$ cat src/rtl/instr_seq_ctrl.sv
// Instruction sequencer: host program load into instruction memory,
// then zero-bubble fetch with stall, branch redirect and halt handling.
module instr_seq_ctrl #(
  parameter int          addr_w  = 8,
  parameter int          data_w  = 15,
  parameter logic [3:0]  HALT_OP = 4'hF
) (
  input  logic              clk,
  input  logic              rst,
  input  logic              load_req,
  input  logic              ld_valid,
  input  logic [data_w-1:0] ld_data,
  input  logic              ld_last,
  output logic              ld_ready,
  input  logic              start,
  input  logic [addr_w-1:0] start_addr,
  input  logic              halt_req,
  input  logic              stall,
  input  logic              br_taken,
  input  logic [addr_w-1:0] br_target,
  output logic              mem_we,
  output logic [addr_w-1:0] mem_waddr,
  output logic [data_w-1:0] mem_wdata,
  output logic [addr_w-1:0] mem_raddr,
  input  logic [data_w-1:0] mem_rdata,
  output logic [data_w-1:0] instr,
  output logic              instr_valid,
  output logic [addr_w-1:0] instr_pc,
  output logic              busy,
  output logic              done,
  output logic              err,
  output logic [addr_w:0]   prog_len,
  output logic [15:0]       retired
);

  localparam logic [addr_w-1:0] AMAX  = '1;
  localparam logic [addr_w-1:0] A_ONE = 1;
  localparam logic [addr_w:0]   L_ONE = 1;

  typedef enum logic [1:0] {
    S_IDLE,
    S_LOAD,
    S_RUN
  } state_e;

  state_e            state_q, state_d;
  logic [addr_w-1:0] wptr_q, wptr_d;
  logic [addr_w-1:0] cur_q, cur_d;
  logic [addr_w:0]   plen_q, plen_d;
  logic [15:0]       ret_q, ret_d;
  logic              err_q, err_d;
  logic              done_q, done_d;

  logic [addr_w-1:0] raddr;
  logic              accept;
  logic              rdy;
  logic              vld;
  logic              consume;
  logic              is_halt;

  assign is_halt = (mem_rdata[data_w-1 -: 4] == HALT_OP);

  always_comb begin
    state_d = state_q;
    wptr_d  = wptr_q;
    cur_d   = cur_q;
    plen_d  = plen_q;
    ret_d   = ret_q;
    err_d   = err_q;
    done_d  = 1'b0;
    raddr   = cur_q;
    accept  = 1'b0;
    rdy     = 1'b0;
    vld     = 1'b0;
    consume = 1'b0;
    unique case (state_q)
      S_IDLE: begin
        if (load_req) begin
          state_d = S_LOAD;
          wptr_d  = '0;
        end else if (start) begin
          state_d = S_RUN;
          raddr   = start_addr;
          cur_d   = start_addr;
          ret_d   = '0;
          err_d   = 1'b0;
        end
      end
      S_LOAD: begin
        rdy = 1'b1;
        if (ld_valid) begin
          accept = 1'b1;
          wptr_d = wptr_q + A_ONE;
          if (ld_last || wptr_q == AMAX) begin
            state_d = S_IDLE;
            plen_d  = {1'b0, wptr_q} + L_ONE;
          end
        end
      end
      S_RUN: begin
        // halt_req masks the presented word so it is never consumed
        vld     = !halt_req;
        consume = vld && !stall;
        if (halt_req) begin
          state_d = S_IDLE;
        end else if (consume) begin
          if (ret_q != 16'hFFFF) ret_d = ret_q + 16'd1;
          if (is_halt) begin
            state_d = S_IDLE;
            done_d  = 1'b1;
            err_d   = 1'b0;
          end else if (br_taken) begin
            raddr = br_target;
            cur_d = br_target;
          end else if (cur_q == AMAX) begin
            state_d = S_IDLE;
            done_d  = 1'b1;
            err_d   = 1'b1;
          end else begin
            raddr = cur_q + A_ONE;
            cur_d = cur_q + A_ONE;
          end
        end
      end
      default: state_d = S_IDLE;
    endcase
  end

  always_ff @(posedge clk) begin
    if (rst) begin
      state_q <= S_IDLE;
      wptr_q  <= '0;
      cur_q   <= '0;
      plen_q  <= '0;
      ret_q   <= '0;
      err_q   <= 1'b0;
      done_q  <= 1'b0;
    end else begin
      state_q <= state_d;
      wptr_q  <= wptr_d;
      cur_q   <= cur_d;
      plen_q  <= plen_d;
      ret_q   <= ret_d;
      err_q   <= err_d;
      done_q  <= done_d;
    end
  end

  // rst also masks the combinational outputs in the reset cycle itself
  assign mem_we      = accept && !rst;
  assign mem_waddr   = wptr_q;
  assign mem_wdata   = ld_data;
  assign mem_raddr   = rst ? '0 : raddr;
  assign ld_ready    = rdy && !rst;
  assign instr       = mem_rdata;
  assign instr_valid = vld && !rst;
  assign instr_pc    = cur_q;
  assign busy        = (state_q != S_IDLE) && !rst;
  assign done        = done_q && !rst;
  assign err         = err_q;
  assign prog_len    = plen_q;
  assign retired     = ret_q;

endmodule

$ cat config.mk
export PLATFORM = sky130hd
export DESIGN_NAME = instr_seq_ctrl
export DESIGN_NICKNAME = d
export VERILOG_FILES = /design/src/rtl/instr_seq_ctrl.sv
export SDC_FILE = /design/constraint.sdc
export NUM_CORES = 1
export LEC_CHECK = 0
export BUFFER_PORTS_ARGS = -buffer_cell sky130_fd_sc_hd__buf_2
export CORE_MARGIN = 4
export CORE_UTILIZATION = 25
export CTS_CLUSTER_SIZE = 8
export DETAILED_ROUTE_END_ITERATION = 7
export PLACE_DENSITY = 0.46
export SLEW_MARGIN = 20
export SYNTH_ARGS = -nofsm -noshare
export SYNTH_HDL_FRONTEND = slang
export SYNTH_SLANG_ARGS = --single-unit
$ cat constraint.sdc
create_clock -name clk -period 3.6 [get_ports clk]
set_clock_uncertainty 0.2 [all_clocks]
set_input_delay 0 -clock clk [delete_from_list [all_inputs] [get_ports clk]]
set_output_delay 0 -clock clk [all_outputs]
set_load 0.01 [all_outputs]
==> impl_metrics.yaml <==
drt:
  drtAntennaViolNets: 0
  dr.first_iter.drc_count: 288
  viasPerCell: 5.21
  avgRoutedWirePerCell_um: 16.2
  drtPass1Iterations: 4
  route.detailed.drc: 0
  totalWireLength_mm: 9.81
  vias: 3151
final_layout:
  drive_gt1_share_pct: 22.6
  layout_common_cells: "buf_2 (87), dfxtp_1 (45), dlygate4sd3_1 (41)"
  nNetsFinal: 518
  mostFrequentLayoutCell: "buf_2"
  n_fill_cell: 1202
  syn_to_final_growth_pct: 30.5
  post-route-util_pct: 33.7
synthesis:
  synth_cell_types: 54
  netlist_area_mm2: 0.00299
  yosys.area.top_type: "dfxtp_1"
  ys_seq_area_share_pct: 30.1
  synth_edf_count: 0
  synth_top_cell_area_share_pct: 30.1
  yosys-top-cells-area: "dfxtp_1 (30%), buf_4 (7.5%), a21oi_1 (5.2%)"
  ys_ff_latch: 45
  synth_ff_type: "dfxtp_1"
  synth_cells: 374
  yosys_warnings: 0
  synthesis.nets: 432
  synth.avg_cell_area_um2: 8.00
  ys_async_sr_fraction_pct: 0
setup_path:
  r2r_cells: 5
  path_max_fanout: 25
  endpoint_kind: "register"
  crit_required_ns: 3.64
  crit_arrival_ns: 2.88
  cpMaxStageDelayCell: "dfxtp_1"
  crit_chain: "nor2b_1 > a31oi_1 > o21ai_0 > o211a_1 > dlygate4sd3_1"
  slowest_delay_ns: 0.87
  crit_type: "reg2reg"
  start_kind: "register"
outcome:
  status: "finished clean"
grt:
  grt_pass1_vias: 3053
  gr-total-overflow: 0
  grt_pass1_wl_mm: 16.2
  gr-usage-all-layers_pct: 14.0
  grt_max_degree: 36
  antenna_found_initial: 1
sta:
  rsz0062_at_grt: "no"
  hold_ws_ns: 0.0140
  post-route-period-util_pct: 78.9
  slew_violations: 0
  tightest_slew_ns: 0.838
  period_needed_ns: 2.84
  max-slew-margin-rel_pct: 44.1
  fmaxAchievable_ghz: 0.352
  setup_viol: 0
  tns_ns: 0
  hold_viol_final: 0
cts:
  cts_made_buffers: 5
  clock_sinks: 45
  path_clk_slew_ns: 0.07
  clk_latency_ns: 0.29
  cts-root-buf: "clkbuf_16"
  htree_levels: 2
  clock_path_buffers: 2
  cts_tree: "done"
placed_design:
  io_buffer_count: 87
  gp_congestion: 0.815
  post-dp-hpwl_mm: 6.86
floorplan:
  rows: 39
  coreArea_mm2: 0.0116
  die_w_um: 117
  start_util_pct: 25.9
  io_pins: 140
  die_y_um: 117
  fp.dieArea_mm2: 0.0138
power:
  max-vdd-ir-drop_mv: 0.150
  leakage_nw: 1.53
  power_density_mw_per_mm2: 342
job:
  cap_violations: 0
min_path:
  min_delay_path_depth: 5
  hold_path_class: "in2reg"
[flip-flops by register name, indices dropped and copies added (netlist names)]
signal and count:
instr_pc 8, retired 16, prog_len 9, err 1
done_q 1, mem_waddr 8, state_q 2
[final timing paths]
check	slack, ns	from	to
worst max register to register	0.76	state_q[1]$_SDFFE_PP0P_	instr_pc[3]$_DFF_P_
worst min-delay path	0.01	br_target[2]	instr_pc[2]$_DFF_P_
worst max-delay path	0.76	state_q[1]$_SDFFE_PP0P_	instr_pc[3]$_DFF_P_
worst min register to register	0.26	prog_len[8]$_SDFFE_PP0P_	prog_len[8]$_SDFFE_PP0P_
[logic make-up (layout without fill, tap and decap cells)]
logic type / after synthesis / in the layout / synth area share (%)
XOR/XNOR: 6 / 6 / 1.76
AO/OA/AOI/OAI: 111 / 111 / 25.7
adder cells (fa/ha/maj): 3 / 3 / 1.26
other: 0 / 1 / 0
buffers and inverters: 62 / 149 / 11.8
flip-flops: 45 / 45 / 30.1
AND/OR/NAND/NOR: 133 / 133 / 24.7
multiplexers: 14 / 14 / 4.69
[per-layer routing]
layer / wire (µm) / GRT usage [%]
met4: 133 / 3.96
met2: 4400 / 22.2
met5: 0 / 0
met1: 4540 / 18.6
met3: 733 / 3.99
[worst max-delay path: cells and delay by family (launching register included)]
family | cells | cell delay [ns]
and+or+nand+nor | 1 | 0.64
DFF | 1 | 0.87
AOI/OAI and AO/OA | 3 | 0.52
buffers and inverters | 1 | 0.54
[what timing repair did]
item,4_1_cts,5_1_grt
hold endpoints to repair,40,0
gates resized for setup,0,0
setup buffers,0,0
hold buffers,41,0
[through the flow]
step / area [µm²] / std cells / total power, mW / setup WS [ns]
2_1_floorplan: 2990 / 374 / 0.699 / 1.55
3_3_place_gp: 3310 / 555 / 0.748 / 1.06
3_5_place_dp: 3310 / 555 / 0.747 / 0.956
4_1_cts: 3900 / 604 / 1.36 / 0.755
5_1_grt: 3900 / 605 / 1.40 / 0.602
6_report: 3900 / 605 / 1.33 / 0.759
[final cells by class]
type | count | area [µm²] | area share (%)
antenna | 1 | 2.50 | 0.0641
tap | 143 | 179 | 4.59
multi-input combinational | 267 | 1740 | 44.5
timing repair buffer | 131 | 868 | 22.3
sequential | 45 | 901 | 23.1
inverter | 10 | 37.5 | 0.962
clock buffer | 6 | 139 | 3.56
clock inverter | 2 | 37.5 | 0.962
[cell usage after synthesis, types with 4 or more instances]
cell type  instances
o22a_1             4
inv_1             10
a31oi_1            6
or4_1              6
buf_4             30
a21oi_1           31
or3_1             12
and3_1             5
o221ai_1           6
nand3_1           11
and2_1             4
a2111oi_0          4
nand4_1            8
nor2_1            23
a211oi_1          15
dfxtp_1           45
clkbuf_1          21
o31ai_1            4
mux2i_1           14
nand2_1           34
o21ai_0           18
nor3_1             7
[power breakdown]
group / total, mW / leakage (nW) / internal, mW / switching, mW
clock: 0.554 / 0.0831 / 0.347 / 0.207
combinational: 0.231 / 1.08 / 0.106 / 0.125
sequential: 0.549 / 0.365 / 0.513 / 0.0357
Note: power is estimated with default switching activity, not from simulation.
